### src/rtl/tv_sequencer_pkg.sv
// Shared types and vector field layout for the test-vector sequencer.
// A ROM word is packed as {valid, in, expected}, with expected in the LSBs.
package tvseq_pkg;

  typedef enum logic [2:0] {
    S_IDLE,
    S_FETCH,
    S_LOAD,
    S_SETTLE,
    S_CHECK,
    S_DONE
  } state_t;

  // Field positions for the default 3-in/1-out configuration.
  localparam int unsigned DEF_IN_W  = 3;
  localparam int unsigned DEF_OUT_W = 1;
  localparam int unsigned EXP_LSB   = 0;
  localparam int unsigned IN_LSB    = DEF_OUT_W;
  localparam int unsigned VALID_BIT = DEF_IN_W + DEF_OUT_W;

  // Same layout for any width combination.
  function automatic int unsigned in_lsb(input int unsigned out_w);
    return out_w;
  endfunction

  function automatic int unsigned valid_bit(input int unsigned in_w, input int unsigned out_w);
    return in_w + out_w;
  endfunction

endpackage

### src/rtl/tv_sequencer_if.sv
// ROM read bus and DUT stimulus/response bundle of the test-vector sequencer.
// master: the sequencer side; slave: the ROM + device-under-test side.
interface tv_sequencer_if #(
  parameter int unsigned IN_W   = 3,
  parameter int unsigned OUT_W  = 1,
  parameter int unsigned ADDR_W = 4
);

  logic                    mem_rd_en;
  logic [ADDR_W-1:0]       mem_addr;
  logic [IN_W+OUT_W:0]     mem_rdata;
  logic [IN_W-1:0]         dut_in;
  logic [OUT_W-1:0]        dut_out;

  modport master (
    output mem_rd_en,
    output mem_addr,
    input  mem_rdata,
    output dut_in,
    input  dut_out
  );

  modport slave (
    input  mem_rd_en,
    input  mem_addr,
    output mem_rdata,
    input  dut_in,
    output dut_out
  );

endinterface

### src/rtl/tv_sequencer_sat_counter.sv
// Saturating up-counter with synchronous clear; holds at all-ones.
module sat_counter #(
  parameter int unsigned W = 16
) (
  input  logic         clk,
  input  logic         reset,
  input  logic         clr,
  input  logic         inc,
  output logic [W-1:0] count
);

  // Count register: reset/clear to zero, increment unless already saturated.
  always_ff @(posedge clk) begin
    if (reset || clr) begin
      count <= '0;
    end else if (inc && (count != '1)) begin
      count <= count + 1'b1;
    end
  end

endmodule

### src/rtl/tv_sequencer.sv
// Test-vector sequencer: fetches {valid, in, expected} words from a sync-read
// ROM, applies them to a small combinational DUT, waits SETTLE cycles, then
// compares and counts. A run stops at an end marker (valid=0) or the last ROM
// entry. Optional build macro TVSEQ_STOP_ON_ERR_EN ends the run at the first
// mismatching vector.
module tv_sequencer
  import tvseq_pkg::*;
#(
  parameter  int unsigned IN_W   = 3,
  parameter  int unsigned OUT_W  = 1,
  parameter  int unsigned DEPTH  = 16,
  parameter  int unsigned SETTLE = 2,
  parameter  int unsigned CNT_W  = 16,
  localparam int unsigned ADDR_W = $clog2(DEPTH)
) (
  input  logic              clk,
  input  logic              reset,
  input  logic              start,
  tv_sequencer_if.master    bus,
  output logic              busy,
  output logic              done,
  output logic              pass_pulse,
  output logic              fail_pulse,
  output logic [CNT_W-1:0]  vec_count,
  output logic [CNT_W-1:0]  err_count,
  output logic [ADDR_W-1:0] fail_addr
);

  localparam int unsigned IN_POS    = in_lsb(OUT_W);
  localparam int unsigned VALID_POS = valid_bit(IN_W, OUT_W);

  state_t            state;
  state_t            state_nx;
  logic [ADDR_W-1:0] addr;
  logic [OUT_W-1:0]  exp_q;
  logic [3:0]        settle_cnt;

  logic              rd_valid;
  logic              match;
  logic              last_addr;
  logic              run_start;
  logic              vec_inc;
  logic              err_inc;

  assign rd_valid     = bus.mem_rdata[VALID_POS];
  assign match        = (bus.dut_out == exp_q);
  assign last_addr    = (addr == ADDR_W'(DEPTH - 1));
  // addr only moves when leaving CHECK, so the address bus naturally holds
  // between fetches.
  assign bus.mem_addr = addr;

  // State register.
  always_ff @(posedge clk) begin
    if (reset) begin
      state <= S_IDLE;
    end else begin
      state <= state_nx;
    end
  end

  // Next-state decode and per-state strobes/status.
  always_comb begin
    state_nx      = state;
    bus.mem_rd_en = 1'b0;
    busy          = 1'b0;
    done          = 1'b0;
    pass_pulse    = 1'b0;
    fail_pulse    = 1'b0;
    run_start     = 1'b0;
    vec_inc       = 1'b0;
    err_inc       = 1'b0;
    case (state)
      S_IDLE: begin
        if (start) begin
          run_start = 1'b1;
          state_nx  = S_FETCH;
        end
      end
      S_FETCH: begin
        busy          = 1'b1;
        bus.mem_rd_en = 1'b1;
        state_nx      = S_LOAD;
      end
      S_LOAD: begin
        busy     = 1'b1;
        state_nx = rd_valid ? S_SETTLE : S_DONE;
      end
      S_SETTLE: begin
        busy = 1'b1;
        if (settle_cnt <= 4'd1) begin
          state_nx = S_CHECK;
        end
      end
      S_CHECK: begin
        busy    = 1'b1;
        vec_inc = 1'b1;
        if (match) begin
          pass_pulse = 1'b1;
        end else begin
          fail_pulse = 1'b1;
          err_inc    = 1'b1;
        end
`ifdef TVSEQ_STOP_ON_ERR_EN
        if (!match || last_addr) begin
          state_nx = S_DONE;
        end else begin
          state_nx = S_FETCH;
        end
`else
        state_nx = last_addr ? S_DONE : S_FETCH;
`endif
      end
      S_DONE: begin
        done = 1'b1;
        if (start) begin
          run_start = 1'b1;
          state_nx  = S_FETCH;
        end
      end
      default: state_nx = S_IDLE;
    endcase
  end

  // Datapath: address, applied vector, expected value, settle timer, first-fail address.
  always_ff @(posedge clk) begin
    if (reset) begin
      addr       <= '0;
      bus.dut_in <= '0;
      exp_q      <= '0;
      settle_cnt <= '0;
      fail_addr  <= '0;
    end else begin
      case (state)
        S_IDLE, S_DONE: begin
          if (run_start) begin
            addr      <= '0;
            fail_addr <= '0;
          end
        end
        S_LOAD: begin
          if (rd_valid) begin
            bus.dut_in <= bus.mem_rdata[IN_POS +: IN_W];
            exp_q      <= bus.mem_rdata[EXP_LSB +: OUT_W];
            settle_cnt <= 4'(SETTLE);
          end
        end
        S_SETTLE: begin
          settle_cnt <= settle_cnt - 4'd1;
        end
        S_CHECK: begin
          // err_count is still pre-increment here, so zero marks the first error.
          if (!match && (err_count == '0)) begin
            fail_addr <= addr;
          end
          if (state_nx == S_FETCH) begin
            addr <= addr + 1'b1;
          end
        end
        default: ;
      endcase
    end
  end

  sat_counter #(.W(CNT_W)) u_vec_cnt (
    .clk   (clk),
    .reset (reset),
    .clr   (run_start),
    .inc   (vec_inc),
    .count (vec_count)
  );

  sat_counter #(.W(CNT_W)) u_err_cnt (
    .clk   (clk),
    .reset (reset),
    .clr   (run_start),
    .inc   (err_inc),
    .count (err_count)
  );

endmodule

### src/flat_wrapper.sv
// flat-port wrapper written by rule: the top's interface ports become plain ports
module tv_sequencer_flat import tvseq_pkg::*;
#(
  parameter  int unsigned IN_W   = 3,
  parameter  int unsigned OUT_W  = 1,
  parameter  int unsigned DEPTH  = 16,
  parameter  int unsigned SETTLE = 2,
  parameter  int unsigned CNT_W  = 16,
  localparam int unsigned ADDR_W = $clog2(DEPTH)
)
  (clk, reset, start, busy, done, pass_pulse, fail_pulse, vec_count, err_count, fail_addr, bus_mem_rd_en, bus_mem_addr, bus_mem_rdata, bus_dut_in, bus_dut_out);
  tv_sequencer_if #(.IN_W(IN_W), .OUT_W(OUT_W), .ADDR_W((4))) bus_i ();
  input  logic clk;
  input  logic reset;
  input  logic start;
  output logic busy;
  output logic done;
  output logic pass_pulse;
  output logic fail_pulse;
  output logic [CNT_W-1:0] vec_count;
  output logic [CNT_W-1:0] err_count;
  output logic [ADDR_W-1:0] fail_addr;
  output wire logic [$bits(bus_i.mem_rd_en)-1:0] bus_mem_rd_en;
  output wire logic [$bits(bus_i.mem_addr)-1:0] bus_mem_addr;
  input wire logic [$bits(bus_i.mem_rdata)-1:0] bus_mem_rdata;
  output wire logic [$bits(bus_i.dut_in)-1:0] bus_dut_in;
  input wire logic [$bits(bus_i.dut_out)-1:0] bus_dut_out;
  assign bus_mem_rd_en = bus_i.mem_rd_en;
  assign bus_mem_addr = bus_i.mem_addr;
  assign bus_i.mem_rdata = bus_mem_rdata;
  assign bus_dut_in = bus_i.dut_in;
  assign bus_i.dut_out = bus_dut_out;
  tv_sequencer #(.IN_W(IN_W), .OUT_W(OUT_W), .DEPTH(DEPTH), .SETTLE(SETTLE), .CNT_W(CNT_W)) u_core (.clk(clk), .reset(reset), .start(start), .bus(bus_i), .busy(busy), .done(done), .pass_pulse(pass_pulse), .fail_pulse(fail_pulse), .vec_count(vec_count), .err_count(err_count), .fail_addr(fail_addr));
endmodule
### config.mk
export PLATFORM = sky130hd
export DESIGN_NAME = tv_sequencer_flat
export DESIGN_NICKNAME = d
export VERILOG_FILES = /design/src/rtl/tv_sequencer_pkg.sv /design/src/rtl/tv_sequencer_if.sv /design/src/rtl/tv_sequencer_sat_counter.sv /design/src/rtl/tv_sequencer.sv /design/src/flat_wrapper.sv
export SDC_FILE = /design/constraint.sdc
export NUM_CORES = 1
export LEC_CHECK = 0
export CORE_MARGIN = 1
export CORE_UTILIZATION = 30
export DETAILED_ROUTE_END_ITERATION = 16
export REMOVE_ABC_BUFFERS = 1
export SLEW_MARGIN = 25
export SYNTH_ARGS = -nofsm -noshare
export SYNTH_HDL_FRONTEND = slang
export SYNTH_SLANG_ARGS = --single-unit
export TNS_END_PERCENT = 20
### constraint.sdc
create_clock -name clk -period 1.8 [get_ports clk]
set_input_delay 0.36 -clock clk [delete_from_list [all_inputs] [get_ports clk]]
set_output_delay 0.36 -clock clk [all_outputs]
set_load 0.01 [all_outputs]
# After elaboration in Yosys (flattened, before gate mapping)
# Index checks and enable logic that the tools add are counted.
# word_totals
output_inout_bits,48
regBits,51
wordCells,64
inputBits,9
# op_classes
reduce_logical,15
add_sub_neg,4
magnitude_cmp,1
mux,22
n_eq_ne,14
# ops
operator,n
$add A16 B1 Y16 const B,2
$ne A16 B16 Y1 const B,2
$pmux W4 S2,3
$logic_not A16 Y1,1
$mux W4,4
$pmux W3 S5,1
$mux W3,4
$mux W1,10
$eq A3 B1 Y1 const B,2
$eq A3 B2 Y1 const B,2
$eq A3 B3 Y1 const B,2
$ne A2 B1 Y1 const B,3
$reduce_and A3 Y1,2
$add A4 B1 Y4 const B,1
$eq A4 B4 Y1 const B,1
$le A4 B1 Y1 const B,1
$reduce_and A2 Y1,2
$reduce_bool A2 Y1,2
$reduce_or A4 Y1,1
$sub A4 B1 Y4 const B,1
$logic_and A1 B1 Y1,3
$logic_not A3 Y1,1
$ne A2 B2 Y1 const B,1
$reduce_or A2 Y1,1
other kinds (3),3

# Logic depth before layout (Yosys ltp)
# logic_depth
word_depth,6
ltp_mapped,7
mapped_depth_nobuf,6

# Cells and area by module
# From an unflattened synthesis, not the netlist that was laid out.
# unflattened
cells_unflattened,307
hier_area_um2,2705.1
# modules_own_cells
module,n_inst,seq_area_each_um2,cells_each,area_each_um2
sat_counter,2,320.3,95,847.1
tv_sequencer,1,380.4,117,1011.0

# Least setup slack after synthesis
# Ideal clock, no wire load.
# synth_path
kind,register to register
start,reg u_core.u_vec_cnt.count[0]
end,reg u_core.u_vec_cnt.count[15]
arrival_ns,1.530
setup_slack_ns,0.137
stages_incl_launch_ff,6
required_ns,1.668
path_cell_list,dfxtp_1 -> ha_1 -> nand3_1 -> or4_1 -> nand4bb_1 -> a21oi_1
# synth_between
elab_chain_cells,2
word_cells_on_any_way,3
classes_between,add/sub: 1; eq/ne: 1; reduce/logical: 1
# synth_lines
item,line_no,rtl
from (decl),tv_sequencer_sat_counter.sv:9,output logic [W-1:0] count
from (signal assigned),tv_sequencer_sat_counter.sv:17,count <= count + 1'b1;
"parallel branches: the longest is 2 deep, another holds $add A16 B1 Y16",--,
# Parallel ways; which one is timed is not known.
# A chain may end at the register's enable or synchronous reset.

# Worst setup path in the final report
# layout_path
start,reg u_core.state[0]
end,out pass_pulse
# layout_between
elab_chain_cells,2
# layout_lines
item,line_no,rtl
from (decl),tv_sequencer.sv:32,state_t state;
from (signal assigned),tv_sequencer.sv:57,state <= state_nx;
$eq A3 B3 Y1,tv_sequencer.sv:72,case (state)
$mux W1,tv_sequencer.sv:72,
to (decl),flat_wrapper.sv:18,output logic pass_pulse;
# No other way between the ends.

==> flow_summary.toml <==
[status]
run_status = "finished with violations"
violations = "DRC"

[critical_path]
reg2reg_depth = 7
r2r-end = "u_core.bus.mem_addr[1]$_SDFFE_PP0P_"
rrSetupSlack_ps = 50
critPathSlowestCell = "or3b_1"
crit_chain = "or3b_1 > nor2_1 > clkdlybuf4s15_2"
required_ps = 1440
path_buf_inv = 1
critical_path_class = "reg -> out"
start_kind = "flip-flop"
worst_ep_arrival_time_ps = 1440
end_kind = "output port"
r2r_start = "u_core.state[1]$_SDFF_PP0_"
slowest_delay_ps = 420
crit_fanout = 3
cp_top_family = "simple AND/OR/NAND/NOR gates"

[place]
hpwlAfterDp_mm = 5.809
dp_slack_ps = -298.8
placed_area_um2 = 3770
gp_congestion = 0.8698
portBuffers = 56

[min_path]
hp-start = "u_core.fail_addr[2]$_SDFFE_PP0P_"
hp-class = "reg -> reg"
min_delay_worst_endpoint = "u_core.fail_addr[2]$_SDFFE_PP0P_"
hold-path-cell-count = 2

[clock_tree]
clock-sinks = 51
cts.path.max_buffers = 2
cts_root_buffer = "clkbuf_8"
ctsHtreeMaxLevel = 2
clk_latency_ps = 300
cts_tree = "done"
numCtsBuffers = 5
ctsHoldBuffers = 0
clk_pin_slew_ps = 90

[sta]
finalSetupViolCount = 0
finalCritPeriodShare = 0.9990
maxSlewHeadroom = 0.6752
min_period_ps = 1798
hold_viol_final = 0
fmax_ghz = 0.5561
fin_skew_ps = 5.932
maxSlewViolCount = 0
tightest_slew_ps = 483.5
rsz0062_at_grt = "true"
fin_hold_ws_ps = 464.8
timing.final.ws_setup_ps = 1.801

[cells_and_area]
area_growth_pct = 43.60
post-route-cell-area_um2 = 3973
fillers = 875
nets = 447
drive_above_1_share = 0.2042
n_antenna_cell = 0
final_util = 0.4511

[drt]
drt_pre_antenna_iters = 10
wl_met1_mm = 3.701
met2_length_mm = 3.622
drc_errors = 6
highest_layer = "met4"
routedWlPerCell_um = 14.51
initialDrtViolationCount = 144
final_antenna_net_count = 0
viasPerCell = 5.482
wl_met3_um = 417
dr_total_vias = 2955
routed_wl_mm = 7.819

[die]
die_w_um = 98.03
die_h_um = 98.03
io_pins = 57
dieArea_um2 = 9609
fp-row-count = 34
initial_utilization = 0.3142
core_um2 = 8806

[power]
powerDensity_nw_per_um2 = 526.3
pwr-share-comb = 0.144
p_int_mw = 1.546
ir_worst_vdd_mv = 0.2816
power.total_mw = 2.091
swShare = 0.2607
clkPwrFrac = 0.303
p_switching_mw = 0.5450
seqPwrFrac = 0.553
leakage_nw = 1.380

[global_routing]
grt_pass1_wl_mm = 13.22
grt_pass1_vias = 2791
grt_max_degree = 17
antenna_found_initial = 0
grt_usage = 0.1644
gr-total-overflow = 0

[logic_synthesis]
synth-seq-cells = 51
synth_edf_count = 0
synthDistinctLibCells = 51
yosysTopAreaCell = "dfxtp_1"
syn_inst = 330
synthArstFlopShare = 0
synth_area_um2 = 2766
seq_area_frac_synth = 0.3691
netlist.area_leader.share = 0.3691
ys_warn_count = 0
ys.flop_type = "dfxtp_1"
synth_area_leaders = "dfxtp_1 37%, a21oi_1 6.5%, o31ai_1 4.9%, nand2_1 3.9%, nand4_1 3.8%"
syn_area_per_cell_um2 = 8.383

[run]
cap_violations = 0
==> cell type report <==
cell class              count  area [um^2]  area share
clock buffers               6        72.57     0.01827
well taps                 108        135.1     0.03402
repair buffers            109        970.9      0.2444
flip-flops and latches     51         1033      0.2602
inverters                  11        41.29     0.01039
multi-input cells         254         1719      0.4328
==> cell usage after synthesis (10+ instances only) <==
cell	n
nand2_1	29
nor4_1	10
or4_1	14
nand3_1	16
o31ai_1	18
nand4_1	17
clkbuf_1	10
dfxtp_1	51
inv_1	11
a21oi_1	36
nor3_1	10
nor2_1	13
==> stage by stage <==
step	TNS, ps	cells
after detailed placement	-5875	529
after global routing	-320.8	539
after floorplan	-1782	316
after CTS	-202.3	536
after global placement	-4839	529
final	0	539
==> timing repair <==
item / 4_1_cts / 5_1_grt
buffers inserted: 1 / 3
hold endpoints to repair: 0 / 0
pin swaps: 3 / 3
resized for setup: 12 / 28
endpoints found under the setup margin: 6 / 33
==> power groups by stage <==
stage | clock network (mW) | registers (mW) | logic (mW)
5_1_grt | 0.706 | 1.16 | 0.328
3_3_place_gp | 0 | 1.18 | 0.284
2_1_floorplan | 0 | 1.20 | 0.122
6_report | 0.634 | 1.16 | 0.302
4_1_cts | 0.667 | 1.15 | 0.290
3_5_place_dp | 0 | 1.18 | 0.288
==> cell usage in the layout, fill, tap and decap left out, types with 3 or more instances in the layout <==
cell type and instances:
clkdlybuf4s50_1 50, buf_4 50, dfxtp_1 41, a21oi_1 35
nand2_1 29, o31ai_1 18, nand4_1 17, nand3_1 14
nor2_1 13, or4_1 13, inv_1 11, dfxtp_2 10
nor3_1 9, nor4_1 9, o21ai_0 8, or3_1 7
and3_1 6, ha_1 6, mux2i_1 5, o41ai_1 5
clkbuf_8 5, and4_1 4, nand3b_1 4, nand2b_1 4
and2_1 3, nand4bb_1 3, buf_6 3
==> state kept, by name, summed over array words and instances (netlist names) <==
| register | cells |
|---|---|
| u_core.u_err_cnt.count | 16 |
| u_core.u_vec_cnt.count | 16 |
| u_core.state | 3 |
| u_core.fail_addr | 4 |
| u_core.bus.mem_addr | 4 |
| u_core.bus.dut_in | 3 |
| u_core.exp_q | 1 |
| u_core.settle_cnt | 4 |
==> worst max-delay path by stage <==
stage	start	end	slack (ps)	cells past startpoint
3_5_place_dp	bus_dut_out	u_core.u_err_cnt.count[15]$_SDFFE_PP0P_	-300	6
4_1_cts	u_core.state[1]$_SDFF_PP0_	done	-200	4
3_3_place_gp	bus_dut_out	fail_pulse	-300	5
6_report	u_core.state[0]$_SDFF_PP0_	pass_pulse	2	3
2_1_floorplan	u_core.u_err_cnt.count[0]$_SDFFE_PP0P_	u_core.u_err_cnt.count[5]$_SDFFE_PP0P_	-200	5
5_1_grt	u_core.state[0]$_SDFF_PP0_	u_core.u_err_cnt.count[14]$_SDFFE_PP0P_	-70	7
==> metal layers <==
layer	vias up	global-route usage
met3	9	0.04223
met1	1403	0.2183
li1	1480	-
met2	63	0.2633
met5	-	0
met4	0	0.04545
==> worst reg2reg max path: cells and delay by family (launching register included) <==
family	cells	cell delay [ps]
simple gates	3	700
buf+inv	3	500
compound gates	1	140
flops	1	350
==> kinds of logic after synthesis <==
logic type,share of synthesized area
AOI/OAI and AO/OA,0.1841
xor gates and xnor gates,0.01538
adders and majority gates,0.02714
buffers and inverters,0.03664
DFF,0.3691
muxes,0.02216
and+or+nand+nor,0.3455
Note: power is estimated with default switching activity, not from simulation.
